$ cat src/rtl/residue_check_arbiter.sv
// -----------------------------------------------------------------------------
// residue_check_arbiter
//
// Purpose: shares one pipelined mod-31 residue checker between the two
// simple-ALU issue lanes. Each lane writes {result, predicted residue, tag}
// into a 2-entry skid FIFO. A round-robin arbiter pops one entry per cycle
// into an issue register. The entry then goes through a fold stage and a
// reduce/compare stage. The block reports a per-tag mismatch and keeps a
// saturating error count plus a sticky flag for the recovery logic.
//
// Ports:
//   clk                    clock, all state on the rising edge
//   reset                  asynchronous, active-low, clears all state
//   laneN_valid_i          lane N offers an entry
//   laneN_ready_o          lane N buffer can accept (registered state only)
//   laneN_result_i         ALU result (SIZE_DATA bits)
//   laneN_res_i            predicted residue (SIZE_MOD bits)
//   laneN_tag_i            active-list tag (TAG_W bits)
//   flush_i                kill all buffered and in-flight entries
//   clear_i                clear the error counter and the sticky flag
//   chk_valid_o            check result valid this cycle
//   chk_lane_o             lane of the reported entry (0 when not valid)
//   chk_tag_o              tag of the reported entry (0 when not valid)
//   chk_mismatch_o         computed residue differs from prediction
//   err_cnt_o              saturating mismatch count
//   err_sticky_o           set on any mismatch until clear_i
//
// Latency: an entry pushed at edge N into an idle lane is popped into the
// issue register at edge N+1, folded at N+2 and reported after edge N+3.
// -----------------------------------------------------------------------------
module residue_check_arbiter #(
  parameter int SIZE_DATA = 32,
  parameter int SIZE_MOD  = 5,
  parameter int TAG_W     = 7,
  parameter int CNT_W     = 8
) (
  input  logic                 clk,
  input  logic                 reset,
  input  logic                 lane0_valid_i,
  output logic                 lane0_ready_o,
  input  logic [SIZE_DATA-1:0] lane0_result_i,
  input  logic [SIZE_MOD-1:0]  lane0_res_i,
  input  logic [TAG_W-1:0]     lane0_tag_i,
  input  logic                 lane1_valid_i,
  output logic                 lane1_ready_o,
  input  logic [SIZE_DATA-1:0] lane1_result_i,
  input  logic [SIZE_MOD-1:0]  lane1_res_i,
  input  logic [TAG_W-1:0]     lane1_tag_i,
  input  logic                 flush_i,
  input  logic                 clear_i,
  output logic                 chk_valid_o,
  output logic                 chk_lane_o,
  output logic [TAG_W-1:0]     chk_tag_o,
  output logic                 chk_mismatch_o,
  output logic [CNT_W-1:0]     err_cnt_o,
  output logic                 err_sticky_o
);

  localparam int ENT_W = SIZE_DATA + SIZE_MOD + TAG_W;

  genvar gi;

  // ---------------------------------------------------------------------------
  // Lane FIFOs
  // ---------------------------------------------------------------------------
  logic [1:0]            w_in_valid;
  logic [1:0][ENT_W-1:0] w_in_ent;
  logic [1:0][ENT_W-1:0] w_head;
  logic [1:0]            w_nonempty;
  logic [1:0]            w_ready;
  logic [1:0]            w_grant;

  // Holds ready low until the first edge after reset is released.
  logic r_ready_en;

  assign w_in_valid  = {lane1_valid_i, lane0_valid_i};
  assign w_in_ent[0] = {lane0_result_i, lane0_res_i, lane0_tag_i};
  assign w_in_ent[1] = {lane1_result_i, lane1_res_i, lane1_tag_i};

  always_ff @(posedge clk or negedge reset) begin
    if (!reset) begin
      r_ready_en <= 1'b0;
    end else begin
      r_ready_en <= 1'b1;
    end
  end

  for (gi = 0; gi < 2; gi++) begin : g_lane
    logic [ENT_W-1:0] r_mem [2];
    logic             r_wr_ptr;
    logic             r_rd_ptr;
    logic [1:0]       r_count;
    logic             w_push;
    logic             w_pop;

    // Ready comes only from registered occupancy, so a full buffer blocks a
    // push even when the same lane is being popped this cycle.
    assign w_ready[gi]    = r_ready_en & (r_count != 2'd2);
    assign w_nonempty[gi] = (r_count != 2'd0);
    assign w_head[gi]     = r_mem[r_rd_ptr];
    assign w_push         = w_in_valid[gi] & w_ready[gi] & ~flush_i;
    assign w_pop          = w_grant[gi] & ~flush_i;

    always_ff @(posedge clk or negedge reset) begin
      if (!reset) begin
        r_mem[0] <= '0;
        r_mem[1] <= '0;
        r_wr_ptr <= 1'b0;
        r_rd_ptr <= 1'b0;
        r_count  <= 2'd0;
      end else if (flush_i) begin
        r_wr_ptr <= 1'b0;
        r_rd_ptr <= 1'b0;
        r_count  <= 2'd0;
      end else begin
        if (w_push) begin
          r_mem[r_wr_ptr] <= w_in_ent[gi];
          r_wr_ptr        <= ~r_wr_ptr;
        end
        if (w_pop) begin
          r_rd_ptr <= ~r_rd_ptr;
        end
        r_count <= r_count + {1'b0, w_push} - {1'b0, w_pop};
      end
    end
  end

  assign lane0_ready_o = w_ready[0];
  assign lane1_ready_o = w_ready[1];

  // ---------------------------------------------------------------------------
  // Round-robin arbiter and issue register
  // ---------------------------------------------------------------------------
  // r_last_grant holds the lane granted most recently. On a tie the other
  // lane wins. Its reset value is 1, so lane 0 wins the first tie.
  logic             r_last_grant;
  logic             r_iss_valid;
  logic             r_iss_lane;
  logic [ENT_W-1:0] r_iss_ent;

  assign w_grant[0] = w_nonempty[0] & (~w_nonempty[1] | r_last_grant);
  assign w_grant[1] = w_nonempty[1] & (~w_nonempty[0] | ~r_last_grant);

  always_ff @(posedge clk or negedge reset) begin
    if (!reset) begin
      r_last_grant <= 1'b1;
      r_iss_valid  <= 1'b0;
      r_iss_lane   <= 1'b0;
      r_iss_ent    <= '0;
    end else if (flush_i) begin
      r_iss_valid <= 1'b0;
    end else begin
      r_iss_valid <= |w_grant;
      r_iss_lane  <= w_grant[1];
      r_iss_ent   <= w_grant[1] ? w_head[1] : w_head[0];
      if (|w_grant) begin
        r_last_grant <= w_grant[1];
      end
    end
  end

  logic [SIZE_DATA-1:0] w_iss_result;
  logic [SIZE_MOD-1:0]  w_iss_res;
  logic [TAG_W-1:0]     w_iss_tag;

  assign w_iss_result = r_iss_ent[ENT_W-1 -: SIZE_DATA];
  assign w_iss_res    = r_iss_ent[TAG_W +: SIZE_MOD];
  assign w_iss_tag    = r_iss_ent[TAG_W-1:0];

  // ---------------------------------------------------------------------------
  // Stage 1: fold. 32 = 1 (mod 31), so the 5-bit chunks can be summed directly.
  // The top 2 bits form a seventh chunk. Max sum is 6*31 + 3 = 189.
  // ---------------------------------------------------------------------------
  logic [7:0] w_chunk [6];
  logic [7:0] w_fold_sum;

  for (gi = 0; gi < 6; gi++) begin : g_chunk
    assign w_chunk[gi] = {3'b000, w_iss_result[gi*5 +: 5]};
  end

  always_comb begin
    w_fold_sum = {6'b000000, w_iss_result[31:30]};
    for (int i = 0; i < 6; i++) begin
      w_fold_sum = w_fold_sum + w_chunk[i];
    end
  end

  logic                r_s1_valid;
  logic                r_s1_lane;
  logic [TAG_W-1:0]    r_s1_tag;
  logic [SIZE_MOD-1:0] r_s1_res;
  logic [7:0]          r_s1_sum;

  always_ff @(posedge clk or negedge reset) begin
    if (!reset) begin
      r_s1_valid <= 1'b0;
      r_s1_lane  <= 1'b0;
      r_s1_tag   <= '0;
      r_s1_res   <= '0;
      r_s1_sum   <= '0;
    end else if (flush_i) begin
      r_s1_valid <= 1'b0;
    end else begin
      r_s1_valid <= r_iss_valid;
      r_s1_lane  <= r_iss_lane;
      r_s1_tag   <= w_iss_tag;
      r_s1_res   <= w_iss_res;
      r_s1_sum   <= w_fold_sum;
    end
  end

  // ---------------------------------------------------------------------------
  // Stage 2: reduce and compare. Folding the 8-bit sum once more gives a
  // value of at most 7 + 31 = 38. A single conditional subtract then lands
  // it in 0..30. A predicted residue of 31 is the same class as 0.
  // ---------------------------------------------------------------------------
  logic [5:0]          w_red_t;
  logic [5:0]          w_red;
  logic [SIZE_MOD-1:0] w_pred;
  logic                w_mismatch;

  assign w_red_t    = {3'b000, r_s1_sum[7:5]} + {1'b0, r_s1_sum[4:0]};
  assign w_red      = (w_red_t >= 6'd31) ? (w_red_t - 6'd31) : w_red_t;
  assign w_pred     = (r_s1_res == 5'h1F) ? 5'h00 : r_s1_res;
  assign w_mismatch = (w_red != {1'b0, w_pred});

  logic             r_chk_valid;
  logic             r_chk_lane;
  logic [TAG_W-1:0] r_chk_tag;
  logic             r_chk_mismatch;

  always_ff @(posedge clk or negedge reset) begin
    if (!reset) begin
      r_chk_valid    <= 1'b0;
      r_chk_lane     <= 1'b0;
      r_chk_tag      <= '0;
      r_chk_mismatch <= 1'b0;
    end else if (flush_i) begin
      r_chk_valid    <= 1'b0;
      r_chk_lane     <= 1'b0;
      r_chk_tag      <= '0;
      r_chk_mismatch <= 1'b0;
    end else begin
      r_chk_valid    <= r_s1_valid;
      r_chk_lane     <= r_s1_valid & r_s1_lane;
      r_chk_tag      <= r_s1_valid ? r_s1_tag : '0;
      r_chk_mismatch <= r_s1_valid & w_mismatch;
    end
  end

  // ---------------------------------------------------------------------------
  // Error counter: counts what is on the outputs this cycle. Flush does not
  // affect it. If clear and a mismatch arrive together, the mismatch is
  // counted after the clear.
  // ---------------------------------------------------------------------------
  logic             w_count_hit;
  logic [CNT_W-1:0] r_err_cnt;
  logic             r_err_sticky;

  assign w_count_hit = r_chk_valid & r_chk_mismatch;

  always_ff @(posedge clk or negedge reset) begin
    if (!reset) begin
      r_err_cnt    <= '0;
      r_err_sticky <= 1'b0;
    end else if (clear_i) begin
      r_err_cnt    <= w_count_hit ? {{(CNT_W-1){1'b0}}, 1'b1} : '0;
      r_err_sticky <= w_count_hit;
    end else if (w_count_hit) begin
      if (r_err_cnt != {CNT_W{1'b1}}) begin
        r_err_cnt <= r_err_cnt + 1'b1;
      end
      r_err_sticky <= 1'b1;
    end
  end

  assign chk_valid_o    = r_chk_valid;
  assign chk_lane_o     = r_chk_lane;
  assign chk_tag_o      = r_chk_tag;
  assign chk_mismatch_o = r_chk_mismatch;
  assign err_cnt_o      = r_err_cnt;
  assign err_sticky_o   = r_err_sticky;

endmodule
$ cat config.mk
export PLATFORM = sky130hd
export DESIGN_NAME = residue_check_arbiter
export DESIGN_NICKNAME = d
export VERILOG_FILES = /design/src/rtl/residue_check_arbiter.sv
export SDC_FILE = /design/constraint.sdc
export NUM_CORES = 1
export LEC_CHECK = 0
export CAP_MARGIN = 20
export CORE_UTILIZATION = 45
export DETAILED_ROUTE_END_ITERATION = 8
export GPL_ROUTABILITY_DRIVEN = 1
export HOLD_SLACK_MARGIN = 0.05
export SLEW_MARGIN = 20
export SYNTH_ARGS = -nofsm -noshare
export SYNTH_HDL_FRONTEND = slang
export SYNTH_SLANG_ARGS = --single-unit
$ cat constraint.sdc
create_clock -name clk -period 10.2 [get_ports clk]
set_input_delay 1.53 -clock clk [delete_from_list [all_inputs] [get_ports clk]]
set_output_delay 1.53 -clock clk [all_outputs]
set_load 0.01 [all_outputs]
==> flow_metrics.py <==
metrics = {
    "critical_path": {
        "cpMostUsedCell": "inv_1",
        "endpoint_kind": "flip-flop",
        "path_class": "flip-flop to flip-flop",
        "critPathCapture": "r_s1_sum[7]$_DFFE_PN0N_",
        "reg2reg_depth": 16,
        "setup.worst_path.start_class": "flip-flop",
        "cp_num_cells": 16,
        "startpoint": "r_iss_ent[13]$_DFFE_PN0N_",
        "worst-path-buf-inv": 6,
        "required_ps": 10660,
        "max_stage_delay_ps": 520,
        "cpMaxStageDelayCell": "fa_1",
        "cp_cell_sequence": "inv_1 > fa_1 > inv_1 > fa_1 > inv_1 > fa_1 > inv_1 > ha_1 > inv_1 > fa_1 > inv_1 > a21oi_1 > o21ai_0 > and2_1 > o21ai_0 > o21ai_0",
        "r2r_start": "r_iss_ent[13]$_DFFE_PN0N_",
        "crit_path_max_fanout": 2,
        "crit_family": "adder cells",
        "crit_arrival_ps": 4040,
        "r2r_setup_slack_ps": 6610,
        "r2r-end": "r_s1_sum[7]$_DFFE_PN0N_",
    },
    "route": {
        "vias_per_cell": 5.010,
        "ant_nets": 0,
        "drt-total-wl_mm": 25.07,
        "drc": 0,
        "routedWlPerCell_um": 16.33,
        "drt-pass1-iter-count": 5,
        "vias": 7691,
        "drtIter0Drc": 369,
    },
    "timing": {
        "setup_ws_ps": 6612,
        "relSlewSlack_pct": 33.22,
        "tightest_slew_ps": 1002,
        "slew_viol_final": 0,
        "fin_tns_setup_ps": 0,
        "fin_worst_skew_ps": 12.05,
        "rsz0062_at_grt": "false",
        "setup_viol": 0,
        "fmax_mhz": 278.7,
        "whs_ps": 460.0,
        "fin_crit_ps": 3588,
        "post-route-period-util_pct": 35.17,
        "hold_viol": 0,
    },
    "floorplan": {
        "top_level_ports": 115,
        "start_util_pct": 45.75,
        "row_count": 61,
        "core_mm2": 0.02786,
        "die_height_um": 170.3,
        "dieWidth_um": 170.3,
        "dieArea_mm2": 0.02900,
    },
    "clock_tree": {
        "clk_path_buf_depth": 3,
        "clock_latency_ps": 550,
        "cts_tree": "built",
        "hold_buffers": 0,
        "cts_sinks": 273,
        "cts-buffers-inserted": 31,
        "cts.repair.resized": 0,
        "cts-root-buf": "clkbuf_16",
        "clkTransAtPathRegs_ps": 60,
        "ctsHtreeMaxLevel": 1,
        "cts_setup_buffers": 0,
    },
    "synthesis": {
        "async_flop_share_pct": 100.0,
        "ys.flop_type": "dfrtp_1",
        "syn_inst": 1034,
        "synth_edf_count": 0,
        "netlist_area_mm2": 0.01274,
        "postSynthAreaPerCell_um2": 12.33,
        "synth-seq-cells": 273,
        "seq_area_frac_synth_pct": 53.61,
        "yosysWarnings": 0,
        "synth_nets": 1165,
        "synth.distinct_cells": 45,
    },
    "final_layout": {
        "nets": 1268,
        "diodes": 0,
        "design_area_mm2": 0.01520,
        "areaGrowthSynthToFinish_pct": 19.23,
        "fillers": 2393,
        "drive_gt1_share_pct": 25.32,
        "fin_util_pct": 54.55,
    },
    "pwr": {
        "peakVddDrop_v": 0.0002291,
        "powerDensity_mw_per_mm2": 331.5,
        "leakagePower_uw": 0.006715,
    },
    "global_route": {
        "grt_pass1_wl_mm": 41.77,
        "grt.total_usage_pct": 18.25,
        "grt_max_degree": 174,
        "grt_antenna_before_repair": 0,
        "grt_pass1_vias": 7892,
        "grt_overflow": 0,
    },
    "place": {
        "dp_hpwl_mm": 16.05,
        "pre_cts_slack_ps": 6603,
        "dpl-instance-area_mm2": 0.01421,
        "port_buffers": 114,
        "globalplace.congestion": 0.7682,
    },
    "hold_path": {
        "hp-class": "flip-flop to flip-flop",
    },
    "flow_run": {
        "drv_cap": 0,
    },
    "outcome": {
        "status": "completed",
    },
}
[routing by layer]
layer	GRT usage, %	routed length [um]	share of wire (%)
met5	0	0	0
met4	4.074	415	1.7
met3	2.674	779	3.1
met2	29.40	11760	47
met1	26.06	12110	48
[cells in the mapped netlist, types with 2 or more instances]
cell type,number,area [um^2]
o31ai_1,2,15.01
ha_1,14,175.2
nor3b_2,2,25.02
xnor2_1,7,61.31
nand2_1,63,236.5
inv_2,2,7.510
buf_4,8,60.06
fa_1,23,460.4
a21o_1,3,22.52
mux2_2,221,2489
or2_1,2,12.51
nor3_1,2,10.01
mux2_1,14,157.7
nor2_4,2,22.52
nor2_1,67,251.5
nand4_1,4,25.02
and3_1,3,18.77
clkbuf_1,30,112.6
xor2_1,17,148.9
buf_2,14,70.07
a21oi_1,50,250.2
mux2i_1,46,460.4
o21ai_0,60,300.3
o21ai_1,2,10.01
dfrtp_1,272,6807
and2_1,10,62.56
inv_1,69,259.0
nor2b_1,7,43.79
a21boi_1,2,15.01
[where the power goes]
group / total [uW] / leakage (uW) / switching, uW / internal [uW]
Sequential: 1830 / 0.00340 / 269 / 1560
Combinational: 2140 / 0.00283 / 1070 / 1080
Clock: 1070 / 0.000487 / 419 / 647
[logic make-up after synthesis]
logic type,Yosys count,share of synthesized area (%)
AO/OA/AOI/OAI,128,5.488
AND/OR/NAND/NOR,165,5.714
other,1,0.02942
adder cells (fa/ha/maj),37,4.987
XOR/XNOR,24,1.649
buffers and inverters,124,4.025
multiplexers,282,24.49
flip-flops,273,53.61
[area by class of cell]
type                       instances  area, um^2  area share, %
sequential                       273        6835          44.98
timing repair buffer             123        1224          8.053
clock inverter                     8       93.84         0.6175
inverter                          71       266.5          1.754
multi-input combinational        637        5415          35.64
clock buffer                      45       888.4          5.846
tap                              378       473.0          3.112
[how the worst min path moves through the flow]
stage	slack [ps]	cells past startpoint	startpoint	end
2_1_floorplan	440	1	r_iss_valid$_DFF_PN0_	r_s1_valid$_DFF_PN0_
3_3_place_gp	440	1	r_iss_valid$_DFF_PN0_	r_s1_valid$_DFF_PN0_
3_5_place_dp	450	1	r_iss_valid$_DFF_PN0_	r_s1_valid$_DFF_PN0_
4_1_cts	460	1	r_iss_valid$_DFF_PN0_	r_s1_valid$_DFF_PN0_
5_1_grt	490	1	r_iss_lane$_DFFE_PN0N_	r_iss_lane$_DFFE_PN0N_
6_report	460	1	r_iss_valid$_DFF_PN0_	r_s1_valid$_DFF_PN0_
[sequential cells by signal, summed over array words and instances, names as in the netlist]
register and cells:
r_s1_lane 1, r_last_grant 1, g_lane.r_count 4, g_lane.r_wr_ptr 2
g_lane.r_mem 176, r_iss_lane 1, chk_tag_o 7, r_ready_en 1
r_iss_ent 44, err_sticky_o 1, chk_mismatch_o 1, r_s1_sum 8
r_s1_tag 7, err_cnt_o 8, g_lane.r_rd_ptr 2, r_s1_valid 1
chk_lane_o 1, chk_valid_o 1, r_s1_res 5, r_iss_valid 1
[metrics by stage]
stage	cells	power, uW
floorplan	1034	3490
global placement	1482	3960
detailed placement	1482	4034
CTS	1535	5123
global route	1535	5530
finish	1535	5038
[cell usage in the layout (no fill, tap or decap), types with 8 or more instances in the layout]
master and count:
dfrtp_1 270, mux2_2 221, clkdlybuf4s50_1 112, inv_1 69, nor2_1 67, nand2_1 61, o21ai_0 60, a21oi_1 50
mux2i_1 46, clkbuf_16 31, fa_1 23, xor2_1 17, mux2_1 14, ha_1 14, and2_1 10, buf_4 9
clkbuf_1 8
No activity file was read; power rests on OpenSTA's default activity.
